File: src/rtl/rfa_serial_adder_ctrl.sv
`default_nettype none
// ============================================================================
// Module   : rfa_serial_adder_ctrl (with leaf cell rfa_cell)
// Purpose  : Bit-serial WIDTH-bit adder controller wrapped around a single
//            reversible full-adder cell. Operands are taken through a
//            start/ready handshake, fed to the cell LSB first with the carry
//            recirculated through a register, and the assembled sum is
//            presented with a one-cycle done pulse. The cell's garbage
//            outputs are cross-checked every RUN cycle as a built-in
//            self-test (sticky err flag).
// Ports    : clk   - rising-edge clock
//            rst   - synchronous active-high reset
//            start - request, sampled only while ready=1
//            a, b  - operands, captured on the accepted start
//            cin   - carry-in, captured on the accepted start
//            ready - high in IDLE
//            busy  - high in RUN
//            done  - one-cycle completion pulse
//            sum   - result register, held until the next completion
//            cout  - final carry register, held until the next completion
//            err   - sticky self-test failure flag
// Revision : 1.0 - initial release
// ============================================================================

// ----------------------------------------------------------------------------
// rfa_cell: purely combinational reversible full adder.
// out_vec_o = {garb0, garb1, sum, cout} where garb0 = a and garb1 = a ^ b.
// ----------------------------------------------------------------------------
module rfa_cell (
   input  logic       a_i,
   input  logic       b_i,
   input  logic       cin_i,
   output logic       sum_o,
   output logic       cout_o,
   output logic [3:0] out_vec_o
);
   logic w_p;

   assign w_p       = a_i ^ b_i;
   assign sum_o     = w_p ^ cin_i;
   assign cout_o    = (a_i & b_i) | (cin_i & w_p);
   assign out_vec_o = {a_i, w_p, sum_o, cout_o};
endmodule

module rfa_serial_adder_ctrl #(
   parameter int WIDTH = 8
) (
   input  logic             clk,
   input  logic             rst,
   input  logic             start,
   input  logic [WIDTH-1:0] a,
   input  logic [WIDTH-1:0] b,
   input  logic             cin,
   output logic             ready,
   output logic             busy,
   output logic             done,
   output logic [WIDTH-1:0] sum,
   output logic             cout,
   output logic             err
);
   localparam int                 c_CNT_W    = $clog2(WIDTH);
   localparam logic [c_CNT_W-1:0] c_CNT_LAST = c_CNT_W'(WIDTH - 1);

   typedef enum logic [1:0] {
      S_IDLE = 2'd0,
      S_RUN  = 2'd1,
      S_DONE = 2'd2
   } state_t;

   state_t             state_q;
   logic [WIDTH-1:0]   sha_q;
   logic [WIDTH-1:0]   shb_q;
   logic [WIDTH-1:0]   shs_q;
   logic [WIDTH-1:0]   sum_q;
   logic [c_CNT_W-1:0] cnt_q;
   logic               carry_q;
   logic               cout_q;
   logic               err_q;
   logic               ready_q;
   logic               busy_q;
   logic               done_q;

   logic               w_cell_sum;
   logic               w_cell_cout;
   logic [3:0]         w_cell_vec;
   logic [WIDTH-1:0]   w_shs_d;
   logic [1:0]         w_fa_ref;
   logic [3:0]         w_vec_ref;
   logic               w_st_fail;

   rfa_cell u_cell (
      .a_i       (sha_q[0]),
      .b_i       (shb_q[0]),
      .cin_i     (carry_q),
      .sum_o     (w_cell_sum),
      .cout_o    (w_cell_cout),
      .out_vec_o (w_cell_vec)
   );

   // Sum bits enter at the MSB end so that after WIDTH shifts bit 0 sits at LSB.
   assign w_shs_d = {w_cell_sum, shs_q[WIDTH-1:1]};

   // Self-test reference: garbage lines from the operand bits, and the
   // sum/carry pair from plain arithmetic rather than the cell's gate form.
   assign w_fa_ref  = {1'b0, sha_q[0]} + {1'b0, shb_q[0]} + {1'b0, carry_q};
   assign w_vec_ref = {sha_q[0], sha_q[0] ^ shb_q[0], w_fa_ref[0], w_fa_ref[1]};
   assign w_st_fail = (w_cell_vec != w_vec_ref);

   always_ff @(posedge clk) begin
      if (rst) begin
         state_q <= S_IDLE;
         sha_q   <= '0;
         shb_q   <= '0;
         shs_q   <= '0;
         sum_q   <= '0;
         cnt_q   <= '0;
         carry_q <= 1'b0;
         cout_q  <= 1'b0;
         err_q   <= 1'b0;
         ready_q <= 1'b1;
         busy_q  <= 1'b0;
         done_q  <= 1'b0;
      end else begin
         case (state_q)
            S_IDLE: begin
               if (start) begin
                  sha_q   <= a;
                  shb_q   <= b;
                  carry_q <= cin;
                  cnt_q   <= '0;
                  err_q   <= 1'b0;
                  state_q <= S_RUN;
                  ready_q <= 1'b0;
                  busy_q  <= 1'b1;
               end
            end
            S_RUN: begin
               carry_q <= w_cell_cout;
               shs_q   <= w_shs_d;
               sha_q   <= sha_q >> 1;
               shb_q   <= shb_q >> 1;
               if (w_st_fail) begin
                  err_q <= 1'b1;
               end
               if (cnt_q == c_CNT_LAST) begin
                  // Final bit: publish the result straight from the shift path.
                  sum_q   <= w_shs_d;
                  cout_q  <= w_cell_cout;
                  state_q <= S_DONE;
                  busy_q  <= 1'b0;
                  done_q  <= 1'b1;
               end else begin
                  cnt_q <= cnt_q + c_CNT_W'(1);
               end
            end
            S_DONE: begin
               state_q <= S_IDLE;
               done_q  <= 1'b0;
               ready_q <= 1'b1;
            end
            default: begin
               state_q <= S_IDLE;
               ready_q <= 1'b1;
               busy_q  <= 1'b0;
               done_q  <= 1'b0;
            end
         endcase
      end
   end

   assign ready = ready_q;
   assign busy  = busy_q;
   assign done  = done_q;
   assign sum   = sum_q;
   assign cout  = cout_q;
   assign err   = err_q;
endmodule

`default_nettype wire
File: config.mk
export PLATFORM = sky130hd
export DESIGN_NAME = rfa_serial_adder_ctrl
export DESIGN_NICKNAME = d
export VERILOG_FILES = /design/src/rtl/rfa_serial_adder_ctrl.sv
export SDC_FILE = /design/constraint.sdc
export NUM_CORES = 1
export LEC_CHECK = 0
export CORE_ASPECT_RATIO = 1.2
export CORE_UTILIZATION = 55
export DETAILED_ROUTE_END_ITERATION = 10
export PLACE_DENSITY = 0.87
export SYNTH_ARGS = -nofsm -noshare
export SYNTH_HDL_FRONTEND = slang
export SYNTH_SLANG_ARGS = --single-unit
File: constraint.sdc
create_clock -name clk -period 3.7 [get_ports clk]
set_input_delay 0.37 -clock clk [delete_from_list [all_inputs] [get_ports clk]]
set_output_delay 0.37 -clock clk [all_outputs]
set_load 0.005 [all_outputs]
Word-level counts from Yosys, hierarchy flattened
Index checks and enable logic that the tools add are counted.

Flip-flop bits (word level): 43. Bits of input ports: 20. Output and inout port bits: 13. Logic and storage cells: 62.

Bitwise gates (word level): 8. Reduce and logical (&&, ||, !) cells: 10. Mux-type cells: 21. $add $sub $neg: 3. Equal/unequal tests: 8.

Operators with widths (count): $pmux 8 s2 (2); $mux 8 (2); $reduce_and 2->1 (5); $reduce_and 3->1 (3); $ne 2x2->1 const B (4); $pmux 1 s2 (4); $mux 1 (6); $mux 3 (2); $pmux 3 s2 (1); $mux 2 (2); $pmux 2 s2 (1); $add 3x1->3 const B (1); $eq 3x3->1 const B (1); $not 1->1 (3); $pmux 1 s3 (1); $add 1x1->2 (1); $add 2x1->2 (1); $and 1x1->1 (2); $eq 2x1->1 const B (1); $eq 2x2->1 const B (1); $logic_not 2->1 (1); $ne 2x2->1 (1); $reduce_bool 2->1 (1); $xor 1x1->1 (2); $or 1x1->1 (1).

Logic depth before layout (Yosys ltp)
Word-level depth: 6. Gate-level depth with buffers: 6. Gate-level depth less buffers: 5.

Cells and area by module
Synthesis repeated with hierarchy kept, for this count alone.

Cell total of the unflattened synthesis: 202. Area, all modules: 1801.7 µm².

By module, submodules not included: rfa_serial_adder_ctrl (cells an instance 196, area each 1739.2 µm², instances 1, sequential area each 840.8 µm²); rfa_cell (cells an instance 6, area each 62.6 µm², instances 1, sequential area each 0.0 µm²).

Worst setup path before layout
No wires, ideal clock.

Path type: register to register. Start point: register cnt_q[0]. End point: register sum_q[6] (netlist: sum[6]). Period minus slack after synthesis: 1.259 ns. Slack: 2.441 ns. Library setup time: 0.072 ns. Path buffers: 1. Required time: 3.628 ns. Stages on the path, launching flop included: 7. Data arrival time: 1.187 ns. Cell sequence: dfxtp_1 > ha_1 > ha_1 > nand3b_1 > buf_2 > nand2_1 > a21oi_1.

Cells in the longest elaborated chain, start to end: 2.

Ends and longest elaborated chain: start: declaration (line 75) `logic [c_CNT_W-1:0] cnt_q;`; start signal: assignment (line 153) `cnt_q <= cnt_q + c_CNT_W'(1);`; $eq 3x3->1 (line 145) `if (cnt_q == c_CNT_LAST) begin`; $reduce_and 2->1 (no source line); end signal: assignment (line 147) `sum_q <= w_shs_d;`; end: declaration (line 74) `logic [WIDTH-1:0] sum_q;`.

No other way between the ends. A chain may end at the register's enable or synchronous reset.

Worst setup path after layout
Start point: register cnt_q[0]. End point: register sum_q[0] (netlist: sum[0]).

The elaborated chain is that of the path after synthesis.

==> flow_summary.ini <==
[synth]
synth_cells = 184
yosysSeqAreaShare_pct = 47.0
syn_nets = 207
synth_cell_types = 25
synth-seq-cells = 42
yosys_warnings = 0
synth-adder-area-share_pct = 2.52
synth_top_family_by_area = compound AO/OA/AOI/OAI gates
syn_avg_cell_area_um2 = 9.72
synth_area_leaders = dfxtp_1 47%, mux2i_1 12%, a211oi_2 7.0%, nor2_1 5.5%, a21oi_1 3.9%
yosys.area.top_type_share_pct = 47.0
yosysTopAreaCell = dfxtp_1
yosys.area_share.simple_pct = 15.7
synthMuxAreaShare_pct = 12.3
synth_compound_area_share_pct = 16.9
synth_area_um2 = 1790
synth_xor_area_share_pct = 0

[clock_network]
clk_latency_ns = 0.36
clockBufferDepth = 2
cts.htree.levels = 2
cts_setup_buffers = 0
cts_tree = done
cts.sinks = 42
clk_pin_slew_worst_paths_ns = 0.11
cts_buffers = 5
cts_root_buf = clkbuf_4
cts_resized = 0
cts_hold_buf = 0

[timing]
rsz0062_at_grt = no
max_clock_freq_ghz = 0.523
fin_crit_sh_pct = 51.7
hold_viol = 0
tightest_slew_ns = 1.21
holdWs_ns = 0.469
drv_slew = 0
fin_crit_ns = 1.91
tns_ns = 0
slew_headroom_pct = 19.0
finalSetupViolCount = 0
fin_skew_ns = 0.0121

[layout]
n_fill_cell = 241
drive_gt1_share_pct = 9.57
mostFrequentLayoutCell = dfxtp_1
antenna_cells = 0
layout.cells.non_filler = 245
area_delta_synth_final_pct = 18.4
final_cell_mix = 42 x dfxtp_1, 32 x clkdlybuf4s50_1, 26 x nor2_1
nets = 232

[setup_path]
r2r_cells = 5
arrival_ns = 2.13
r2r_slack_ns = 1.79
crit_chain = ha_1 -> ha_1 -> nand3b_1 -> nand2_1 -> a21oi_1
path_buf_inv = 0
critical_path_class = register to register
r2r-start = cnt_q[0]
crit_path_end_kind = register
critPathTopFamily = adder cells
r2r-end = sum[0]
crit_path_start_kind = register
crit_fanout = 16
max_stage_delay_ns = 0.48
crit_top_cell = ha_1
worstPathRequired_ns = 3.92
slowest_stage = ha_1

[place]
gp_congestion = 0.704
dp_cells = 238
place_hpwl_mm = 2.29
io_buffers = 32

[detailed_routing]
detail-route-antenna-nets = 0
drt-total-wl_mm = 3.33
drc = 0
wl_per_cell_um = 13.6
drt-vias-per-instance = 5.46
vias = 1337
dr.pass1.iters = 4
drtIter0Drc = 29

[die]
die_h_um = 64.5
start_util_pct = 58.0
ios = 33
fp.dieArea_um2 = 3490
fp.coreArea_um2 = 3080
num_rows = 22
die_w_um = 54.1

[job]
cap_violations = 0

[min_path]
min_to = sum[6]
whs_path_depth = 2
hold_start = sum[6]
hp-class = register to register

[global_route]
grt_pass1_wl_mm = 5.60
antenna_found_initial = 0
grt_max_degree = 31
grt_pass1_vias = 1357
overflow = 0
grt_use_total_pct = 22.0

[power]
vdd_ir_drop_max_uv = 233
leakage_nw = 0.767
p_per_area_nw_per_um2 = 385

[status]
status = finished clean
==> flip-flops by register name, indices dropped and copies added (netlist names) <==
name and count:
cnt_q 3, done 1, shb_q 8, busy 1, carry_q 1, sha_q 8, state_q 2, sum 8
ready 1, cout 1, err 1, shs_q 7
==> through the flow <==
stage          setup WS (ns)  instance area (um^2)  power, mW  utilization [%]
4_1_cts                 1.77                  2120      0.824             68.7
3_5_place_dp            1.70                  2070      0.618             67.2
6_report                1.79                  2120      0.817             68.7
3_3_place_gp            1.74                  2070      0.612             67.2
2_1_floorplan           2.44                  1790      0.586                -
5_1_grt                 1.60                  2120      0.858             68.7
==> cell type report <==
| type | count | area [um^2] | area share, % |
|---|---|---|---|
| sequential | 42 | 841 | 39.7 |
| clock buffer | 5 | 37.5 | 1.77 |
| multi-input combinational | 126 | 850 | 40.1 |
| tap | 36 | 45.0 | 2.13 |
| clock inverter | 2 | 10.0 | 0.473 |
| timing repair buffer | 34 | 335 | 15.8 |
==> power by group <==
| group | internal, mW | switching, mW |
|---|---|---|
| combinational | 0.0605 | 0.0588 |
| sequential | 0.475 | 0.0132 |
| clock | 0.0683 | 0.141 |
==> cell usage after synthesis <==
cell	instances
dfxtp_1	42
nor2_1	26
mux2i_1	22
a21oi_1	14
nand2_1	13
nand3_1	13
a211oi_2	10
buf_2	7
a211oi_1	6
clkbuf_1	5
a31oi_1	3
nand2b_1	3
nand3b_1	3
buf_6	2
ha_1	2
nor2b_1	2
o21ai_1	2
o21bai_1	2
a211o_1	1
buf_4	1
buf_8	1
fa_1	1
nor3b_1	1
nor4b_1	1
o21ba_2	1
==> cell families after synthesis <==
logic type | count (synthesis)
DFF | 42
and+or+nand+nor | 62
buffers and inverters | 16
AOI/OAI and AO/OA | 39
muxes | 22
adders and majority gates | 3
==> metal layers <==
layer / GRT usage (%) / part of all wire (%) / up-vias
met2: 35.6 / 48 / 28
li1: - / - / 692
met5: 0 / 0 / -
met4: 12.5 / 2.0 / 0
met1: 25.7 / 46 / 609
met3: 5.40 / 4.6 / 8
==> worst reg2reg max path: cells and delay by family (launching register included) <==
kind,cells,cell delay (ns)
compound gates,1,0.08
fa+ha+maj,2,0.65
flops,1,0.39
simple gates,2,0.65
==> how the worst max path moves through the flow <==
stage,cells after the start,end,start
final,5,sum[0],cnt_q[0]
after global routing,3,shs_q[5],state_q[1]
after CTS,3,shs_q[3],state_q[1]
after detailed placement,3,carry_q,rst
after global placement,3,shb_q[1],rst
after floorplan,6,sum[6],cnt_q[0]
Note: power is estimated with default switching activity, not from simulation.
